===== src/rtl/serial_rx_controller.sv =====
// serial_rx_controller: handshakes bits out of the serial Receiver, assembles
// LSB-first words, and buffers them in a show-ahead FIFO for the host.
// Optional feature: define SERIAL_RX_PARITY_EN to add an even-parity bit per
// word and drive parity_err; otherwise parity_err is tied low.
module serial_rx_controller #(
  parameter int DATA_BITS  = 8,
  parameter int FIFO_DEPTH = 4,
  parameter int TIMEOUT    = 1023
) (
  input  logic                          clk,
  input  logic                          rst_n,
  input  logic                          rx_available,
  input  logic                          rx_bit,
  output logic                          rx_fetched,
  input  logic                          rd_en,
  output logic [DATA_BITS-1:0]          rd_data,
  output logic                          fifo_empty,
  output logic                          fifo_full,
  output logic [$clog2(FIFO_DEPTH):0]   fifo_count,
  input  logic                          clr_err,
  output logic                          overrun,
  output logic                          timeout_err,
  output logic                          parity_err
);

`ifdef SERIAL_RX_PARITY_EN
  localparam int WORD_BITS = DATA_BITS + 1;
`else
  localparam int WORD_BITS = DATA_BITS;
`endif
  localparam int AW  = $clog2(FIFO_DEPTH);
  localparam int CW  = AW + 1;
  localparam int BCW = $clog2(WORD_BITS + 1);
  localparam int TW  = $clog2(TIMEOUT + 1);

  typedef enum logic [1:0] {COLLECT, RELEASE, PUSH} state_t;

  state_t                 state_q, state_d;
  logic [BCW-1:0]         bit_cnt_q, bit_cnt_d;
  logic [WORD_BITS-1:0]   sh_q, sh_d;
  logic [TW-1:0]          tmo_q, tmo_d;
  logic                   fetched_q, fetched_d;
  logic                   push_vld_q, push_vld_d;
  logic [DATA_BITS-1:0]   push_word_q, push_word_d;
  logic [DATA_BITS-1:0]   mem_q [FIFO_DEPTH];
  logic [AW-1:0]          wr_ptr_q, wr_ptr_d, rd_ptr_q, rd_ptr_d;
  logic [CW-1:0]          count_q, count_d;
  logic                   overrun_q, overrun_d, timeout_q, timeout_d;
  logic                   sample_en, push_en, tmo_hit, wr_ok, rd_ok;

  // FSM state register
  always_ff @(posedge clk or negedge rst_n) begin
    if (!rst_n) state_q <= COLLECT;
    else        state_q <= state_d;
  end

  // FSM next state: four-phase handshake per bit, one PUSH cycle per word
  always_comb begin
    state_d = state_q;
    case (state_q)
      COLLECT: if (rx_available) state_d = RELEASE;
      RELEASE: if (!rx_available)
                 state_d = (bit_cnt_q == BCW'(WORD_BITS)) ? PUSH : COLLECT;
      PUSH:    state_d = COLLECT;
      default: state_d = COLLECT;
    endcase
  end

  // FSM outputs: fetched follows rx_available while a bit is being taken
  always_comb begin
    sample_en = 1'b0;
    push_en   = 1'b0;
    fetched_d = 1'b0;
    case (state_q)
      COLLECT: begin
        sample_en = rx_available;
        fetched_d = rx_available;
      end
      RELEASE: fetched_d = rx_available;
      PUSH:    push_en = 1'b1;
      default: ;
    endcase
  end

  // Word assembly and inter-bit timeout
  always_comb begin
    sh_d        = sh_q;
    bit_cnt_d   = bit_cnt_q;
    tmo_d       = tmo_q;
    tmo_hit     = 1'b0;
    if (sample_en) begin
      for (int i = 0; i < WORD_BITS; i++)
        if (bit_cnt_q == BCW'(i)) sh_d[i] = rx_bit;
      bit_cnt_d = bit_cnt_q + 1'b1;
      tmo_d     = '0;
    end else if (state_q == COLLECT && bit_cnt_q != '0 && !rx_available) begin
      if (tmo_q == TW'(TIMEOUT - 1)) begin
        tmo_hit   = 1'b1;
        tmo_d     = '0;
        bit_cnt_d = '0;
      end else begin
        tmo_d = tmo_q + 1'b1;
      end
    end
    if (push_en) bit_cnt_d = '0;
    push_vld_d  = push_en;
    push_word_d = sh_q[DATA_BITS-1:0];
  end

  // FIFO pointers, occupancy and sticky error flags
  always_comb begin
    wr_ok    = push_vld_q & ~fifo_full;
    rd_ok    = rd_en & ~fifo_empty;
    wr_ptr_d = wr_ok ? wr_ptr_q + 1'b1 : wr_ptr_q;
    rd_ptr_d = rd_ok ? rd_ptr_q + 1'b1 : rd_ptr_q;
    count_d  = count_q;
    if (wr_ok && !rd_ok)      count_d = count_q + 1'b1;
    else if (!wr_ok && rd_ok) count_d = count_q - 1'b1;
    overrun_d = (overrun_q & ~clr_err) | (push_vld_q & fifo_full);
    timeout_d = (timeout_q & ~clr_err) | tmo_hit;
  end

  // Control registers
  always_ff @(posedge clk or negedge rst_n) begin
    if (!rst_n) begin
      bit_cnt_q  <= '0;
      tmo_q      <= '0;
      fetched_q  <= 1'b0;
      push_vld_q <= 1'b0;
      wr_ptr_q   <= '0;
      rd_ptr_q   <= '0;
      count_q    <= '0;
      overrun_q  <= 1'b0;
      timeout_q  <= 1'b0;
    end else begin
      bit_cnt_q  <= bit_cnt_d;
      tmo_q      <= tmo_d;
      fetched_q  <= fetched_d;
      push_vld_q <= push_vld_d;
      wr_ptr_q   <= wr_ptr_d;
      rd_ptr_q   <= rd_ptr_d;
      count_q    <= count_d;
      overrun_q  <= overrun_d;
      timeout_q  <= timeout_d;
    end
  end

  // Data registers and FIFO storage; validity is tracked by control state
  always_ff @(posedge clk) begin
    sh_q        <= sh_d;
    push_word_q <= push_word_d;
    if (wr_ok) mem_q[wr_ptr_q] <= push_word_q;
  end

`ifdef SERIAL_RX_PARITY_EN
  logic parity_q, parity_d;

  // Even parity over data+parity, checked as the word leaves the shifter
  always_comb parity_d = (parity_q & ~clr_err) | (push_en & (^sh_q));

  // Sticky parity flag
  always_ff @(posedge clk or negedge rst_n) begin
    if (!rst_n) parity_q <= 1'b0;
    else        parity_q <= parity_d;
  end
  assign parity_err = parity_q;
`else
  assign parity_err = 1'b0;
`endif

  assign rx_fetched  = fetched_q;
  assign fifo_empty  = (count_q == '0);
  assign fifo_full   = (count_q == CW'(FIFO_DEPTH));
  assign fifo_count  = count_q;
  assign rd_data     = fifo_empty ? '0 : mem_q[rd_ptr_q];
  assign overrun     = overrun_q;
  assign timeout_err = timeout_q;

endmodule

===== config.mk =====
export PLATFORM = sky130hd
export DESIGN_NAME = serial_rx_controller
export DESIGN_NICKNAME = d
export VERILOG_FILES = /design/src/rtl/serial_rx_controller.sv
export SDC_FILE = /design/constraint.sdc
export NUM_CORES = 1
export LEC_CHECK = 0
export CORE_MARGIN = 5
export CORE_UTILIZATION = 57
export DETAILED_ROUTE_END_ITERATION = 10
export GPL_ROUTABILITY_DRIVEN = 0
export PLACE_DENSITY = 0.86
export SKIP_CTS_REPAIR_TIMING = 1
export SLEW_MARGIN = 20
export SYNTH_ARGS = -nofsm -noshare
export SYNTH_HDL_FRONTEND = slang
export SYNTH_SLANG_ARGS = --single-unit

===== constraint.sdc =====
create_clock -name clk -period 2.1 [get_ports clk]
set_input_delay 0.42 -clock clk [delete_from_list [all_inputs] [get_ports clk]]
set_output_delay 0.42 -clock clk [all_outputs]
set_load 0.005 [all_outputs]

== Word level (Yosys, flattened, before mapping) ==
Memories as Yosys holds them, arrays and structs flattened.
Index checks and enable logic that the tools add are counted.
Word-level totals
  bits in writable memories: 32
  bits in registers: 43
  bits in read-only memories: 0
  logic and storage cells: 98
  memories: 1
  bits in latches: 0
  bits of input ports: 6
  output and inout bits: 17
Operators by class
  bitwise operators: 10
  div/mod/pow operators: 0
  multipliers: 0
  shift-type cells: 0
  magnitude comparators: 0
  add/subtract/negate cells: 6
  eq/ne operators: 14
  reductions and logical operators: 26
  multiplexer cells: 22
Memories
  mem_q: words 4, bits a word 8, read ports 1, clocked after Yosys merged registers in 0, wr ports 1, line 45  | logic [DATA_BITS-1:0] mem_q [FIFO_DEPTH];
Operators with widths (count)
  10-bit 2-to-1 mux: 3
  2-bit AND reduction: 10
  4-bit by 3-bit == test with 1-bit output (second input constant): 4
  4-bit 2-to-1 mux: 4
  10-bit by 1-bit adder with 10-bit output (second input constant): 1
  10-bit == test (second input constant): 1
  4-bit by 2-bit == test with 1-bit output (second input constant): 2
  1-bit 2-to-1 mux: 8
  8-bit 2-to-1 mux: 1
  2-bit 2-to-1 mux: 3
  3-bit 2-to-1 mux: 2
  3-bit nonzero test: 2
  1-bit AND: 5
  2-bit by 1-bit adder with 2-bit output (second input constant): 2
  4-bit by 1-bit adder with 4-bit output (second input constant): 1
  4-bit by 1-bit == test with 1-bit output (second input constant): 1
  4-bit == test (second input constant): 1
  1-bit logical AND: 4
  4-bit zero test: 1
  2-bit inequality test (second input constant): 2
  2-bit case mux with 2 select lines: 1
  2-bit nonzero test: 2
  4-bit nonzero test: 1
  3-bit by 1-bit adder with 3-bit output (second input constant): 1
  other kinds (10): 15

== Longest topological paths before layout ==
Gate-level depths: netlist (run 1).
  word-level depth: 7
  mapped depth: 9
  gate-level depth less buffers: 8

== Worst setup path before layout (run 1) ==
Ideal clock, no wire load.
  kind: register to register
  from: reg count_q[0] (netlist: fifo_count[0])
  to: reg count_q[1] (netlist: fifo_count[1])
  stages on the path, launching flop included: 8
  setup time: 125 ps
  buffers on the path: 1
  arrival: 1948 ps
  period minus slack after synthesis: 2073 ps
  required time: 1975 ps
  setup slack: 27 ps
  path through: dfrtp_1 nor3b_1 nor2b_1 clkbuf_1 ha_1 inv_1 fa_1 mux2_2
Between the ends
  elaborated cells on any way between the ends: 15
  those cells by class: add/sub (2); eq/ne (1); mux (2); bitwise (4); reduce/logical (6)
RTL lines
  start: declaration: line 47  | logic [CW-1:0] count_q, count_d;
  start signal: assignment: line 142  | count_q <= count_d;
  3-bit == test: line 173  | assign fifo_full = (count_q == CW'(FIFO_DEPTH));
  net fifo_full: line 18  | output logic fifo_full,
  1-bit NOT: line 112  | wr_ok = push_vld_q & ~fifo_full;
  1-bit AND: line 112
  net wr_ok: line 49  | logic sample_en, push_en, tmo_hit, wr_ok, rd_ok;
  1-bit logical AND: line 117  | if (wr_ok && !rd_ok) count_d = count_q + 1'b1;
  3-bit 2-to-1 mux: line 117
  net count_d[1]: line 47
The timed path passes the listed nets, and every way through them passes these cells. The select of a mux whose other input is x is not followed.
A chain may end at the register's enable or synchronous reset.

== Worst setup path after layout (run 1) ==
  from: reg rd_ptr_q[0]
  to: out rd_data[1]
Between the ends
  word-level cells in the longest chain between the ends: 2
RTL lines
  start: declaration: line 46  | logic [AW-1:0] wr_ptr_q, wr_ptr_d, rd_ptr_q, rd_ptr_d;
  start signal: assignment: line 141  | rd_ptr_q <= rd_ptr_d;
  memory read 4 x 8 bit
  8-bit 2-to-1 mux: line 175  | assign rd_data = fifo_empty ? '0 : mem_q[rd_ptr_q];
  end: declaration: line 16  | output logic [DATA_BITS-1:0] rd_data,
Every way passes these cells.

==> results of run 1 <==
==> where the power goes <==
part / total (W) / internal, W / switching [W]
combinational: 0.00160 / 0.000990 / 0.000610
sequential: 0.00188 / 0.00169 / 0.000187
clock: 0.000961 / 0.000428 / 0.000532
==> per-stage QoR <==
| stage | util (%) | worst slack [ps] | cells |
|---|---|---|---|
| 2_1_floorplan | - | 26.95 | 220 |
| 3_3_place_gp | 65.01 | 44.53 | 319 |
| 3_5_place_dp | 65.01 | -30.01 | 319 |
| 4_1_cts | 68.14 | -351.1 | 335 |
| 5_1_grt | 71.54 | -219.1 | 349 |
| 6_report | 71.54 | -151.5 | 349 |
==> layout make-up <==
class | count | area (sq um)
Tap cell | 72 | 90.09
Multi-Input combinational cell | 125 | 1079
Timing Repair Buffer | 50 | 473.0
Clock buffer | 10 | 127.6
Inverter | 11 | 41.29
Clock inverter | 6 | 42.54
Fill cell | 350 | 1548
Sequential cell | 75 | 2038
==> synth_stat cells (2+ instances only) <==
master	n	area [sq um]
nor3b_1	4	30.03
o21ai_0	3	15.01
edfxtp_1	40	1201
a31oi_1	2	12.51
o311ai_0	2	17.52
nand3_1	5	25.02
xor2_1	3	26.28
nand2_1	14	52.55
mux2_2	2	22.52
dfrtp_1	27	675.7
dfxtp_1	8	160.2
buf_4	2	15.01
a22o_1	3	26.28
mux4_2	8	180.2
ha_1	11	137.6
nor2b_1	3	18.77
xnor2_1	6	52.55
inv_1	11	41.29
and2_1	16	100.1
buf_2	3	15.01
clkbuf_1	3	11.26
o21ai_1	5	25.02
or2_1	2	12.51
and3_1	4	25.02
nor2_1	7	26.28
o31ai_1	3	22.52
or3_1	3	18.77
==> worst reg2reg max path, cell delays in order, from the launching register on <==
cell and delay [ps]:
dfrtp_1 450, or3_4 420, nand2_4 90, ha_4 140, inv_1 50, fa_2 350
xor2_1 160, nor2_1 130, xor2_1 150
==> kinds of logic (layout without fill, tap and decap cells) <==
kind of cell / Yosys count / after routing
AO/OA/AOI/OAI: 27 / 27
other: 1 / 1
flip-flops: 75 / 75
XOR/XNOR: 9 / 9
AND/OR/NAND/NOR: 65 / 65
adder cells (fa/ha/maj): 12 / 12
multiplexers: 11 / 11
buffers and inverters: 20 / 77
==> routing by layer <==
layer | vias up | wire length, um
met1 | 940 | 2415
li1 | 900 | -
met5 | - | 0
met3 | 2 | 211
met4 | 0 | 25
met2 | 33 | 3207
==> worst max-delay path by stage <==
| stage | startpoint | endpoint | slack [ps] | cells after the start |
|---|---|---|---|---|
| floorplan | fifo_count[0] | fifo_count[1] | 30 | 7 |
| global placement | rd_en | fifo_count[1] | 40 | 6 |
| detailed placement | rd_en | fifo_count[1] | -30 | 6 |
| CTS | rd_ptr_q[0] | rd_data[0] | -350 | 4 |
| global route | rd_ptr_q[0] | rd_data[1] | -220 | 6 |
| finish | rd_ptr_q[0] | rd_data[1] | -150 | 6 |
==> flip-flops by register name, indices dropped and copies added, names as in the netlist, 3 cells and up <==
| signal | count |
|---|---|
| mem_q | 32 |
| fifo_count | 3 |
| bit_cnt_q | 4 |
| tmo_q | 10 |
| push_word_q | 8 |
| push_word_d | 8 |
==> metrics.txt, run 1 <==
Die H around 84 um; cell family with most CP delay buffers and inverters; Synth Area in Simple Gates a little under an eighth; pin count of the biggest net entering global routing 28; H-tree Lvls 3; antenna violation net count after detailed routing 0; WP buf/inv 4; TritonCTS sink count 75; met2 track demand over resource 29.68%; CP max stage cell dfrtp_2; reg2reg end fifo_count[2]; grt met1 use 19.54%; most used cell, CP buf_6; Max VDD drop 0.0006514 V; CTS tree yes; R2R Setup Slk 100 ps; Die X roughly 84 um; WP data required 1680 ps; main combinational cell family by area after synthesis simple AND/OR/NAND/NOR gates; total wire length 5859 um; critical path launch point type flip-flop; reg2reg path depth 8; synthesized instance count 220; Ant. Diodes 0; Synth async-reset ratio 36.00%; number of global-route vias before repair 1,938; Routed WL per cell 16.79 um; Critical Path End Type output pin; Post-Synth Adder-Cell Area 4.984%; GR peak layer met2; post-route cell area 3891 sq um; NumNets Final 290; Crit Path Max Fanout 3; crit path time final 2252 ps; Layout area overhead 23.02%; most common flop cell mapped by yosys edfxtp_1; Final Power 0.004441 W; Mapped Nets 238; total CTS buffers 9; final worst-path cycle share 107.2%; Distinct cells, synth 47; failing checks setup timing; clock root cell clkbuf_8; most common cell after layout, fill and taps aside edfxtp_1; commonest non-fill, non-tap cells in the layout edfxtp_1 (40), dfrtp_1 (26), buf_4 (21), and2_1 (14), nand2_1 (13); met3 GRT Util 4.711%; hold depth 0; PortBufs 21; Crit path largest cell delay 440 ps; clk_lat worst skew roughly 340 ps; row count 27; Max-cap violations 0; Compound-Gate Fraction of Synth Area 7.002%; final routed DRC violation total 0; Worst Setup Path Type flip-flop to output pin; DR iter-0 viols 87; sequential fraction of the synthesis area between 60% and 70%; Reg2Reg Launch Point fifo_count[1]; TritonRoute pass-1 iters 4; Post-synth EDFFs 40; Vias/cell 5.372; Syn Area/Cell 14.38 sq um; XOR/XNOR Fraction of Synth Area 2.492%; hpwl dp 3668 um; Yosys warning count 0; Final setup viols 8; core area 5439 sq um; Seq cells post-synth 75; initial core utilization 58.16%; Hold Vio Cnt, Final 0; PwrDens 1141 nW/um^2; final setup TNS -670.3 ps; vias post-DR around 1,900; Hold Path End push_word_q[6]; mapped cell area 3163 sq um; FMAX 444.1 MHz; Fin Hold WS 342.9 ps; CTS max path bufs 2; Hold Path Origin push_word_d[6]; setup repair after global routing missed its margin yes; mux contribution to synthesized area under 10%; full die area 7139 sq um; clock skew 10.47 ps; leak pwr 1.565 nW; global-route wire length before repair 9273 um; worst path cell trace buf_6, clkbuf_16, buf_6, mux4_2, and2_1, buf_2; gr usage total between 10% and 20%; Critical Path AT between 1500 and 2000 ps; worst hold path class flip-flop to flip-flop; share of layout cells above drive strength 1 26.35%; Top Ports 23; Setup WS post-layout -151.5 ps; Worst-path clk slew 80 ps; Placed Area 3536 sq um; number of max-slew violations in the final report 0; initial antenna violation count 0; outcome finished, violations left; Remaining Overflow, GRT 0
(Power assumes the default switching activity.)
==> inputs of run 2 (changes only) <==
--- a/config.mk
+++ b/config.mk
@@ -11,7 +11,6 @@
 export GPL_ROUTABILITY_DRIVEN = 0
 export PLACE_DENSITY = 0.86
 export SKIP_CTS_REPAIR_TIMING = 1
-export SLEW_MARGIN = 20
 export SYNTH_ARGS = -nofsm -noshare
 export SYNTH_HDL_FRONTEND = slang
 export SYNTH_SLANG_ARGS = --single-unit
==> results of run 2 <==
No change in the layout: final DEF, timing and power equal those of run 1.
==> inputs of run 3 (changes only) <==
--- a/config.mk
+++ b/config.mk
@@ -11,6 +11,7 @@
 export GPL_ROUTABILITY_DRIVEN = 0
 export PLACE_DENSITY = 0.86
 export SKIP_CTS_REPAIR_TIMING = 1
+export SKIP_LAST_GASP = 1
 export SYNTH_ARGS = -nofsm -noshare
 export SYNTH_HDL_FRONTEND = slang
 export SYNTH_SLANG_ARGS = --single-unit
==> run 3 against run 2 <==
Against the previous run: the run still ends with setup timing left; maximum frequency increased by 0.31%; worst setup slack improved by 7.1 ps; register-to-register slack got worse by 80 ps; sequential share of layout area increased by 0.24 points; combinational power about the same; total power decreased by 0.80%; critical endpoint unchanged; largest cell class unchanged.
==> metrics.txt, run 3 (synthesis gave the netlist of run 1 again) <==
Die X 84.49 um (unchanged); setup repair after global routing missed its margin yes; Worst-path clk slew 80 ps (about the same); hold depth 0 (unchanged); full die area 7139 sq um (unchanged); number of max-slew violations in the final report 0 (unchanged); PwrDens 1137 nW/um^2 (-0.35%); Final setup viols 8 (unchanged); initial antenna violation count 0 (unchanged); CTS tree yes; critical path launch point type flip-flop; reg2reg path depth 8 (unchanged); area of the multi-input gates 1061 sq um (-1.6%); total CTS buffers 9 (unchanged); Critical Path AT 1820 ps (about the same); worst hold path class flip-flop to flip-flop; Remaining Overflow, GRT 0 (unchanged); NumNets Final 290 (unchanged); global-route wire length before repair 9273 um (unchanged); final setup TNS -577.5 ps (+92.73 ps); Crit path largest cell delay 440 ps (about the same); row count 27 (unchanged); most used cell, CP buf_6; TritonRoute pass-1 iters 4 (unchanged); outcome finished, violations left; Hold Vio Cnt, Final 0 (unchanged); Top Ports 23 (unchanged); Die H 84.49 um (unchanged); Largest regs mem_q: 32 flops, tmo_q: 10 flops; clk_lat worst skew 340 ps (about the same); Vias/cell 5.370 (about the same); final worst-path cycle share 106.9% (-0.34 points); core area 5439 sq um (unchanged); share of layout cells above drive strength 1 25.99% (-0.36 points); final routed DRC violation total 0 (unchanged); Routed WL per cell 16.32 um (-2.8%); DR iter-0 viols 63 (-28%); Ant. Diodes 0 (unchanged); Sequential Area 2038 sq um (unchanged); Biggest register mem_q; Max VDD drop 0.0007235 V (+11%); most common cell after layout, fill and taps aside edfxtp_1; initial core utilization 58.16% (unchanged); total wire length 5694 um (-2.8%); R2R Setup Slk 20 ps (-80 ps); H-tree Lvls 3 (unchanged); Setup WS post-layout -144.5 ps (+7.059 ps); gr usage total 17.00% (unchanged); CP max stage cell dfrtp_2; fillers 350 (unchanged); crit path time final 2244 ps (-7.059 ps); failing checks setup timing; antenna violation net count after detailed routing 0 (unchanged); pin count of the biggest net entering global routing 28 (unchanged); Max-cap violations 0 (unchanged); clock root cell clkbuf_8; leak pwr 1.562 nW (-0.19%); WP data required 1680 ps (about the same); PortBufs 21 (unchanged); max reg flops 32 (unchanged); number of global-route vias before repair 1,938 (unchanged); commonest non-fill, non-tap cells in the layout edfxtp_1 (40), dfrtp_1 (26), buf_4 (21), and2_1 (14), nand2_1 (13); Critical Path End Type output pin; Worst Setup Path Type flip-flop to output pin; Place WS -30.01 ps (unchanged); vias post-DR 1,874 (-0.053%); FMAX 445.5 MHz (+0.31%); worst path cell trace buf_6, clkbuf_16, buf_6, mux4_2, and2_1, buf_2; hpwl dp 3668 um (unchanged); Layout area overhead 22.47%; Crit Path Max Fanout 3 (unchanged); CTS max path bufs 2 (unchanged); TritonCTS sink count 75 (unchanged); clock skew 8.696 ps (-1.777 ps)
-- run 3: cell types whose count changed in the layout (fill, tap and decap cells not counted) --
| cell | delta |
|---|---|
| nand2_2 | +1 |
| ha_2 | +1 |
| ha_4 | -1 |
| nor2b_2 | -1 |
| nand2_4 | -1 |
| nor2b_1 | +1 |
-- run 3: worst max-delay path, delay by kind of cell (launching register included) --
kind | cells | cell delay [ps]
multiplexers | 1 | 400
buffers and inverters | 4 | 500
AND/OR/NAND/NOR | 1 | 150
flip-flops | 1 | 440
-- run 3: metrics by stage --
step                std cells  hold WS (ps)  util [%]  power (W)  area, sq um
floorplan                 220         124.4         -   0.002593         3163
global placement          319         323.9     65.01   0.003125         3536
detailed placement        319         329.3     65.01   0.003186         3536
CTS                       335         344.9     68.14   0.004145         3706
global route              349         352.7     71.22   0.004686         3874
finish                    349         343.0     71.22   0.004406         3874
-- run 3: power by group --
part	leakage, nW	internal [W]	switching (W)	total, W
Sequential	0.776	0.00169	0.000183	0.00188
Clock	0.0822	0.000428	0.000523	0.000951
Combinational	0.703	0.000983	0.000595	0.00158
Total	1.56	0.00311	0.00130	0.00441
-- run 3: worst paths after layout --
check,end,from
worst max-delay path,rd_data[1],rd_ptr_q[0]
worst min register to register,push_word_q[6],push_word_d[6]
max in group asynchronous,rd_ptr_q[0],rst_n
worst max register to register,fifo_count[2],fifo_count[1]
worst min-delay path,push_word_q[6],push_word_d[6]
min in group asynchronous,overrun,rst_n
-- run 3: layout make-up --
type	instances	share of cell area (%)
clock buffers	10	3.295
clock inverters	6	1.098
inverters	11	1.066
multi-input cells	125	27.39
flip-flops and latches	75	52.62
well taps	72	2.326
repair buffers	50	12.21
-- run 3: metal layers --
layer  wire, um  vias up  global-route usage [%]
li1           -      896                       -
met1       2297      917                   19.54
met2       3081       49                   29.68
met3        211       12                   4.711
met4        102        0                   7.338
met5          0        -                       0
